<file path="src/rtl/adc_scan_pkg.sv">
// Shared types and helpers for the multiplexed ramp/SAR scan engine.
package adc_scan_pkg;

    typedef enum logic [2:0] {
        ST_IDLE       = 3'd0,
        ST_MUX_SETTLE = 3'd1,
        ST_SET_CODE   = 3'd2,
        ST_SETTLE     = 3'd3,
        ST_DECIDE     = 3'd4,
        ST_DONE       = 3'd5
    } state_e;

    localparam logic MODE_RAMP = 1'b0;
    localparam logic MODE_SAR  = 1'b1;

    // Width needed to index n items, never less than one bit.
    function automatic int clog2_min1(input int n);
        return (n <= 1) ? 1 : $clog2(n);
    endfunction

endpackage

</file>
<file path="src/rtl/adc_scan_engine_cmp_sync.sv">
// Synchroniser for the asynchronous comparator output; flushes to 0 on reset.
module cmp_sync #(
    parameter int STAGES = 2
) (
    input  logic clk,
    input  logic reset,
    input  logic din,
    output logic dout
);

    logic [STAGES-1:0] sync_q;
    logic [STAGES-1:0] sync_d;

    // Shift left: bit 0 takes the raw input, the top bit is the synchronised output.
    always_comb begin
        sync_d = STAGES'({sync_q, din});
    end

    always_ff @(posedge clk) begin
        if (reset) begin
            sync_q <= '0;
        end else begin
            sync_q <= sync_d;
        end
    end

    assign dout = sync_q[STAGES-1];

endmodule

</file>
<file path="src/rtl/adc_scan_engine.sv">
// Time-multiplexed ramp/SAR converter: one DAC and comparator scanned across NUM_CH mux inputs.
module adc_scan_engine
    import adc_scan_pkg::*;
#(
    parameter int DAC_WIDTH         = 8,
    parameter int NUM_CH            = 2,
    parameter int SETTLE_CYCLES     = 1000,
    parameter int MUX_SETTLE_CYCLES = 2000,
    parameter int SYNC_STAGES       = 2,
    localparam int CH_W             = clog2_min1(NUM_CH)
) (
    input  logic                 clk,
    input  logic                 reset,
    input  logic                 enable,
    input  logic [NUM_CH-1:0]    ch_enable,
    input  logic [NUM_CH-1:0]    sar_mode,
    input  logic                 compare,
    output logic [DAC_WIDTH-1:0] dac_code,
    output logic [CH_W-1:0]      ch_sel,
    output logic [DAC_WIDTH-1:0] result_data,
    output logic [CH_W-1:0]      result_ch,
    output logic                 result_valid,
    output logic                 overrange,
    output logic                 busy
);

    localparam int unsigned NCH = NUM_CH;
    localparam int CNT_MAX = (SETTLE_CYCLES > MUX_SETTLE_CYCLES) ? SETTLE_CYCLES : MUX_SETTLE_CYCLES;
    localparam int CNT_W   = clog2_min1(CNT_MAX);
    localparam int BIT_W   = clog2_min1(DAC_WIDTH);

    state_e               state_q, state_d;
    logic [CNT_W-1:0]     cnt_q, cnt_d;
    logic [DAC_WIDTH-1:0] dac_code_q, dac_code_d;
    logic [DAC_WIDTH-1:0] acc_q, acc_d;
    logic [BIT_W-1:0]     bit_q, bit_d;
    logic                 first_q, first_d;
    logic                 mode_q, mode_d;
    logic [CH_W-1:0]      ch_sel_q, ch_sel_d;
    logic [CH_W-1:0]      ptr_q, ptr_d;
    logic [DAC_WIDTH-1:0] result_data_q, result_data_d;
    logic [CH_W-1:0]      result_ch_q, result_ch_d;
    logic                 overrange_q, overrange_d;
    logic                 result_valid_q, result_valid_d;

    logic                 cmp_s;
    logic [CH_W-1:0]      pick_ch;
    logic                 pick_mode;

    cmp_sync #(
        .STAGES (SYNC_STAGES)
    ) u_cmp_sync (
        .clk   (clk),
        .reset (reset),
        .din   (compare),
        .dout  (cmp_s)
    );

    // Round-robin: first enabled channel at or after the scan pointer.
    always_comb begin
        logic        found;
        int unsigned idx;
        found   = 1'b0;
        pick_ch = '0;
        for (int unsigned i = 0; i < NCH; i++) begin
            idx = (32'(ptr_q) + i) % NCH;
            if (!found && |(ch_enable & (NUM_CH'(1) << idx))) begin
                found   = 1'b1;
                pick_ch = CH_W'(idx);
            end
        end
        pick_mode = |(sar_mode & (NUM_CH'(1) << pick_ch));
    end

    always_comb begin
        logic                 fin;
        logic [DAC_WIDTH-1:0] fin_data;
        logic                 fin_ovr;
        logic [DAC_WIDTH-1:0] acc_next;

        state_d        = state_q;
        cnt_d          = cnt_q;
        dac_code_d     = dac_code_q;
        acc_d          = acc_q;
        bit_d          = bit_q;
        first_d        = first_q;
        mode_d         = mode_q;
        ch_sel_d       = ch_sel_q;
        ptr_d          = ptr_q;
        result_data_d  = result_data_q;
        result_ch_d    = result_ch_q;
        overrange_d    = overrange_q;
        result_valid_d = 1'b0;
        fin            = 1'b0;
        fin_data       = '0;
        fin_ovr        = 1'b0;
        acc_next       = acc_q;

        case (state_q)
            ST_IDLE: begin
                if (enable && |ch_enable) begin
                    mode_d  = pick_mode;
                    acc_d   = '0;
                    bit_d   = BIT_W'(DAC_WIDTH - 1);
                    first_d = 1'b1;
                    if (pick_ch != ch_sel_q) begin
                        ch_sel_d = pick_ch;
                        cnt_d    = CNT_W'(MUX_SETTLE_CYCLES - 1);
                        state_d  = ST_MUX_SETTLE;
                    end else begin
                        state_d = ST_SET_CODE;
                    end
                end
            end
            ST_MUX_SETTLE: begin
                if (cnt_q == '0) begin
                    state_d = ST_SET_CODE;
                end else begin
                    cnt_d = cnt_q - CNT_W'(1);
                end
            end
            ST_SET_CODE: begin
                if (mode_q == MODE_SAR) begin
                    dac_code_d = acc_q | (DAC_WIDTH'(1) << bit_q);
                end else begin
                    dac_code_d = first_q ? '0 : dac_code_q + DAC_WIDTH'(1);
                end
                first_d = 1'b0;
                cnt_d   = CNT_W'(SETTLE_CYCLES - 1);
                state_d = ST_SETTLE;
            end
            ST_SETTLE: begin
                if (cnt_q == '0) begin
                    state_d = ST_DECIDE;
                end else begin
                    cnt_d = cnt_q - CNT_W'(1);
                end
            end
            ST_DECIDE: begin
                if (mode_q == MODE_SAR) begin
                    // compare=1 means the trial overshot: drop the trial bit.
                    acc_next = cmp_s ? acc_q : dac_code_q;
                    acc_d    = acc_next;
                    if (bit_q == '0) begin
                        fin      = 1'b1;
                        fin_data = acc_next;
                        fin_ovr  = (acc_next == '1) && !cmp_s;
                    end else begin
                        bit_d   = bit_q - BIT_W'(1);
                        state_d = ST_SET_CODE;
                    end
                end else begin
                    if (cmp_s) begin
                        fin      = 1'b1;
                        fin_data = (dac_code_q == '0) ? '0 : dac_code_q - DAC_WIDTH'(1);
                    end else if (dac_code_q == '1) begin
                        fin      = 1'b1;
                        fin_data = '1;
                        fin_ovr  = 1'b1;
                    end else begin
                        state_d = ST_SET_CODE;
                    end
                end
            end
            ST_DONE: begin
                ptr_d   = (ch_sel_q == CH_W'(NUM_CH - 1)) ? '0 : ch_sel_q + CH_W'(1);
                state_d = ST_IDLE;
            end
            default: begin
                state_d = ST_IDLE;
            end
        endcase

        if (fin) begin
            result_data_d  = fin_data;
            result_ch_d    = ch_sel_q;
            overrange_d    = fin_ovr;
            result_valid_d = 1'b1;
            dac_code_d     = '0;
            state_d        = ST_DONE;
        end
    end

    always_ff @(posedge clk) begin
        if (reset) begin
            state_q        <= ST_IDLE;
            cnt_q          <= '0;
            dac_code_q     <= '0;
            acc_q          <= '0;
            bit_q          <= '0;
            first_q        <= 1'b0;
            mode_q         <= MODE_RAMP;
            ch_sel_q       <= '0;
            ptr_q          <= '0;
            result_data_q  <= '0;
            result_ch_q    <= '0;
            overrange_q    <= 1'b0;
            result_valid_q <= 1'b0;
        end else begin
            state_q        <= state_d;
            cnt_q          <= cnt_d;
            dac_code_q     <= dac_code_d;
            acc_q          <= acc_d;
            bit_q          <= bit_d;
            first_q        <= first_d;
            mode_q         <= mode_d;
            ch_sel_q       <= ch_sel_d;
            ptr_q          <= ptr_d;
            result_data_q  <= result_data_d;
            result_ch_q    <= result_ch_d;
            overrange_q    <= overrange_d;
            result_valid_q <= result_valid_d;
        end
    end

    assign dac_code     = dac_code_q;
    assign ch_sel       = ch_sel_q;
    assign result_data  = result_data_q;
    assign result_ch    = result_ch_q;
    assign overrange    = overrange_q;
    assign result_valid = result_valid_q;
    assign busy         = (state_q != ST_IDLE);

endmodule

</file>
<file path="config.mk">
export PLATFORM = sky130hd
export DESIGN_NAME = adc_scan_engine
export DESIGN_NICKNAME = d
export VERILOG_FILES = /design/src/rtl/adc_scan_pkg.sv /design/src/rtl/adc_scan_engine_cmp_sync.sv /design/src/rtl/adc_scan_engine.sv
export SDC_FILE = /design/constraint.sdc
export NUM_CORES = 1
export LEC_CHECK = 0
export BUFFER_PORTS_ARGS = -buffer_cell sky130_fd_sc_hd__buf_2
export CAP_MARGIN = 20
export CORE_MARGIN = 5
export CORE_UTILIZATION = 60
export DETAILED_ROUTE_END_ITERATION = 6
export GPL_TIMING_DRIVEN = 0
export PLACE_DENSITY_LB_ADDON = 0.05
export SLEW_MARGIN = 20
export SYNTH_ARGS = -nofsm -noshare
export SYNTH_HDL_FRONTEND = slang
export SYNTH_SLANG_ARGS = --single-unit
</file>
<file path="constraint.sdc">
create_clock -name clk -period 5.1 [get_ports clk]
set_input_delay 1.02 -clock clk [delete_from_list [all_inputs] [get_ports clk]]
set_output_delay 1.02 -clock clk [all_outputs]
set_load 0.01 [all_outputs]
</file>
* Word-level counts from Yosys, hierarchy flattened *
Cells that the tools add are included.

storage, ports and cells
  output and inout bits = 21
  bits in registers = 50
  word-level logic and storage cells = 126

operators by class
  mux-type cells = 46
  $add $sub $neg = 6
  bitwise gates (word level) = 4
  equality and inequality tests = 24
  shift operators = 4
  reduce and logical (&&, ||, !) cells = 27

operator list
  cell                     number
  $mux W8                  11
  $mux W11                 3
  $mux W3                  11
  $pmux W11 S3             1
  $ne A3 B3 Y1 const B     6
  $eq A8 B8 Y1 const B     2
  $pmux W8 S2              1
  $mux W1                  15
  $pmux W3 S5              1
  $ne A2 B2 Y1 const B     7
  $ne A4 B4 Y1 const B     3
  $reduce_and A6 Y1        2
  $reduce_or A2 Y1         6
  $logic_not A11 Y1        1
  $sub A11 B1 Y11 const B  1
  $add A8 B1 Y8 const B    1
  $logic_not A8 Y1         1
  $or A8 B8 Y8             1
  $reduce_and A4 Y1        2
  $shl A1 B3 Y8 const A    1
  $sub A8 B1 Y8 const B    1
  $and A2 B2 Y2            3
  $eq A3 B2 Y1 const B     2
  $eq A3 B3 Y1 const B     2
  other kinds (15)         26

* Longest topological paths before layout *
  depth in word-level cells = 12
  mapped depth = 8

* Hierarchy *
A second synthesis with hierarchy kept.

second synthesis, totals
  cell total of the unflattened synthesis = 367
  area, all modules = 2942.8 µm²

by module, submodules not included
  module           times used  area each (µm²)  cells an instance  seq. area each (µm²)
  adc_scan_engine  1           2890.3           363                960.9
  cmp_sync         1           52.6             4                  40.0

* Worst setup path before layout *
No wires, ideal clock.

  kind = input port to flip-flop
  start = input ch_enable[0]
  end = register cnt_q[5]
  slack = 2.828 ns
  path buffers = 1
  arrival = 2.185 ns
  stages = 6
  required time = 5.013 ns
  path through = nand2b_1 > a311o_1 > o21a_1 > clkbuf_1 > a311o_1 > o31ai_1

on the way
  word-level cells in the longest chain between the ends = 9

ends and longest elaborated chain
  element                               RTL line                source
  start, declared                       adc_scan_engine.sv:15   input logic [NUM_CH-1:0] ch_enable,
  $and A2 B2 Y2                         adc_scan_engine.sv:67   if (!found && |(ch_enable & (NUM_CH'(1) << idx))) begin
  $reduce_or A2 Y1                      adc_scan_engine.sv:67
  $mux W1                               adc_scan_engine.sv:67
  $logic_not A1 Y1                      adc_scan_engine.sv:67
  $logic_and A1 B1 Y1                   adc_scan_engine.sv:67
  $mux W1                               adc_scan_engine.sv:67
  $ne A1 B1 Y1                          adc_scan_engine.sv:106  if (pick_ch != ch_sel_q) begin
  $ne A2 B2 Y1 (no source line)         n/a
  $reduce_and A4 Y1 (no source line) *  n/a
  end signal, assigned                  adc_scan_engine.sv:201  cnt_q <= cnt_d;
  end, declared                         adc_scan_engine.sv:33   logic [CNT_W-1:0] cnt_q, cnt_d;

Mark *: on every way between the ends. The rest lies on a longest branch, timed or not.
A chain may end at the register's enable or synchronous reset.

* Final worst setup path *
  start = register dac_code_q[0], in the netlist dac_code[0]
  end = register result_data_q[3], in the netlist result_data[3]

on the way
  word-level cells in the longest chain between the ends = 5

ends and longest elaborated chain
  element                                    RTL line                source
  start, declared                            adc_scan_engine.sv:34   logic [DAC_WIDTH-1:0] dac_code_q, dac_code_d;
  start signal, assigned                     adc_scan_engine.sv:202  dac_code_q <= dac_code_d;
  $sub A8 B1 Y8 (tied with other cells)      adc_scan_engine.sv:155  fin_data = (dac_code_q == '0) ? '0 : dac_code_q - DAC_WIDTH'(1);
  $mux W8 (tied with other cells)            adc_scan_engine.sv:155
  $mux W8 / $mux W1 (equally long branches)  adc_scan_engine.sv:153  if (cmp_s) begin
  $mux W8 / $mux W1 (equally long branches)  adc_scan_engine.sv:140  if (mode_q == MODE_SAR) begin
  $mux W8 / $mux W1 (equally long branches)  adc_scan_engine.sv:99   case (state_q)
  end signal, assigned                       adc_scan_engine.sv:209  result_data_q <= result_data_d;
  end, declared                              adc_scan_engine.sv:41   logic [DAC_WIDTH-1:0] result_data_q, result_data_d;

Several ways; a longest one is shown, not always the timed one.

==> summary.md <==
| Metric | Value |
|---|---|
| Reg clk slew, reported paths | approximately 0.090 ns |
| Crit-path leading delay family | simple AND/OR/NAND/NOR gates |
| Data arrival, critical path | 2.75 ns |
| Commonest non-fill, non-tap cell in the layout | dfxtp_1 |
| VDD IR-drop max | about 0.00019 V |
| Final Non-Filler Cells | 488 |
| Routed WL per cell | 16.8 um |
| P&R area growth vs syn | 10.0% |
| Slew Limit Fails | 0 |
| Measured slew at the worst slew-check pin | 0.863 ns |
| CTS tree | done |
| Total Die Area | 6410 sq um |
| Grt total ovfl | 0 |
| Max clock buf depth | 2 |
| Placed Instances | 481 |
| Setup violators final | 0 |
| DRT antenna net count | 0 |
| Final period utilization | a little over 50% |
| Register area share after synthesis | 34.0% |
| Crit Path Category | register to register |
| Fin crit period | 2.57 ns |
| Number of H-tree levels | 2 |
| Postcts setup bufs | 0 |
| Commonest non-fill, non-tap cells in the layout | dfxtp_1 (50), nand2_1 (41), a21oi_1 (37) |
| Detail Placement HPWL | 5860 um |
| Critical R2R Capture | result_data[3]$_SDFFE_PP0P_ |
| Ant diodes | 0 |
| Hold Path Stages | 1 |
| Worst Hold End | u_cmp_sync.sync_q[1]$_SDFF_PP0_ |
| Vias in the first global route | 2786 |
| DRT Pass-1 Iters | 6 |
| CTS buffer count | 5 |
| Syn Inst Count | 387 |
| RSZ-0062 raised after global routing | no |
| Critical Path Start Type | register |
| Final nets | 438 |
| Row cnt | 25 |
| Placer Congestion | about 0.91 |
| Util after Layout | 68.1% |
| Via/cell ratio | approximately 6.3 |
| Worst hold start | u_cmp_sync.sync_q[0]$_SDFF_PP0_ |
| Top layer in use | met4 |
| Clk root buf | clkbuf_8 |
| DRT Wirelength | 8170 um |
| Max Fclk | 0.389 GHz |
| Total I/O pin count | 29 |
| Routed met3 length | about 500 um |
| WP buf/inv | 2 |
| FF+latch count, synth | 50 |
| Crit Path Max Fanout | 10 |
| Netlist cell types | 56 |
| R2R Setup Slk | 2.53 ns |
| Synth async-reset ratio | 0% |
| Slowest cell on the critical path | nor4b_1 |
| Pwr Density | 314 nW/um^2 |
| Starting density of the core | 61.9% |
| Largest net degree at the start of global routing | 14 |
| DR WL met2 | just over 4000 um |
| CP dominant cell by count | nor3_1 |
| Worst hold path class | register to register |
| Post-synthesis cell area | 2940 sq um |
| IO buf count | 27 |
| DRT iter0 DRCs | 287 |
| Cells along the critical path | clkbuf_1, inv_1, ha_1, nor4b_1, nor2b_1, nor3_1, a2111oi_0, nor3_1 |
| Core Box Area | 4750 sq um |
| WL met1 | approximately 3400 um |
| Setup TNS | 0 ns |
| Worst r2r src | dac_code[0]$_SDFFE_PP0P_ |
| Tot GR Track Use | 26.6% |
| Register-to-Register Path Depth | 8 |
| Clk Latency, worst-skew pair | 0.30 ns |
| Hold Fails Final Rpt | 0 |
| Yosys warns | 0 |
| DRC viols | 0 |
| Mapped Nets | 404 |
| PostCTS Resize Cnt | 0 |
| Pleak | 1.21 nW |
| Share of post-route cells with drive strength above 1 | roughly 14% |
| Req. time, crit path | about 5.3 ns |
| Status | completed |
| Clock skew | 0.00790 ns |
| Initial antenna violation count | 0 |
| Post-Layout Inst Area | 3240 sq um |
| First-pass GRT wire length | 13200 um |
| Routed vias | 3051 |
| Hold bufs inserted after CTS | 0 |
| Slew margin rel. | 42.5% |
| Number of flops mapped to enable cells by yosys | 0 |
| Post-synth top flop | dfxtp_1 |
| Largest stage delay on the critical path | 0.51 ns |
| CP endpoint kind | register |
| Fillers | 439 |
| Avg Cell Area, Syn | ~7.6 sq um |
| Die H | 80.1 um |
| Max_cap viols | 0 |
| Die width | approximately 80 um |
| Clock sink total | 50 |
| Placed Instance Area | approximately 3200 sq um |
## power by group
| group | internal [mW] | total (mW) | switching (mW) | leakage, nW |
|---|---|---|---|---|
| registers | 0.421 | 0.453 | 0.0318 | 0.407 |
| clock network | 0.0948 | 0.219 | 0.125 | 0.0383 |
| logic | 0.128 | 0.345 | 0.217 | 0.762 |
| total | 0.644 | 1.02 | 0.373 | 1.21 |
## how the worst max path moves through the flow
stage                                        to  cells after the start                startpoint  slack [ns]
floorplan                 cnt_q[5]$_SDFFE_PP0P_                      6              ch_enable[0]        2.83
global placement          cnt_q[1]$_SDFFE_PP0P_                      7              ch_enable[1]        2.53
detailed placement        cnt_q[1]$_SDFFE_PP0P_                      7              ch_enable[1]        2.47
CTS                 result_data[3]$_SDFFE_PP0P_                      8  dac_code[0]$_SDFFE_PP0P_        2.59
global route        result_data[3]$_SDFFE_PP0P_                      8  dac_code[0]$_SDFFE_PP0P_        2.38
finish              result_data[3]$_SDFFE_PP0P_                      8  dac_code[0]$_SDFFE_PP0P_        2.53
## per-layer routing
layer,vias up,track usage (%)
met2,128,46.4
li1,1473,-
met4,0,12.7
met3,27,4.93
met5,-,0
met1,1423,31.3
## final cells by class
| class | count | area (sq um) | area share [%] |
|---|---|---|---|
| plain buffers | 32 | 153 | 4.71 |
| multi-input cells | 290 | 1730 | 53.5 |
| clock buffers | 7 | 76.3 | 2.36 |
| flip-flops and latches | 50 | 1000 | 30.9 |
| inverters | 15 | 56.3 | 1.74 |
| repair buffers | 27 | 135 | 4.17 |
| well taps | 67 | 83.8 | 2.59 |
## cell families (layout without fill, tap and decap cells)
family,count (synthesis),after routing,share of synthesized area (%)
simple gates,159,159,27.7
buf+inv,47,81,7.10
fa+ha+maj,9,9,3.82
xor+xnor,2,2,0.595
flops,50,50,34.0
mux,5,5,1.78
compound gates,115,115,25.0
## cells in the mapped netlist (4+ instances only)
| library cell | n | area [sq um] |
|---|---|---|
| nor3_1 | 23 | 115 |
| a311oi_1 | 5 | 43.8 |
| nand3_1 | 16 | 80.1 |
| a211oi_1 | 7 | 52.6 |
| nor4_1 | 4 | 25.0 |
| nand2_1 | 41 | 154 |
| ha_1 | 9 | 113 |
| nor2_1 | 32 | 120 |
| or2_2 | 4 | 25.0 |
| a21oi_1 | 37 | 185 |
| o31ai_1 | 4 | 30.0 |
| buf_4 | 5 | 37.5 |
| a221oi_1 | 4 | 35.0 |
| nand2b_1 | 4 | 25.0 |
| a31oi_1 | 6 | 37.5 |
| clkbuf_1 | 21 | 78.8 |
| nor2b_1 | 10 | 62.6 |
| inv_1 | 15 | 56.3 |
| buf_2 | 5 | 25.0 |
| dfxtp_1 | 50 | 1000 |
| o21ai_0 | 26 | 130 |
## registers in the layout, summed over array words and instances (netlist names)
register and flops:
mode_q 1, ptr_q 1, ch_sel 1, u_cmp_sync.sync_q 2, dac_code 8, first_q 1, state_q 3, result_ch 1
cnt_q 11, result_data 8, bit_q 3, acc_q 8, overrange 1, result_valid 1
## metrics by stage
step	hold slack [ns]	total power, mW	worst slack (ns)
finish	0.436	1.02	2.53
global route	0.478	1.08	2.38
CTS	0.447	1.01	2.59
detailed placement	0.429	0.798	2.47
global placement	0.419	0.791	2.53
floorplan	0.414	0.712	2.83
Power figures use the tool's default switching activity.
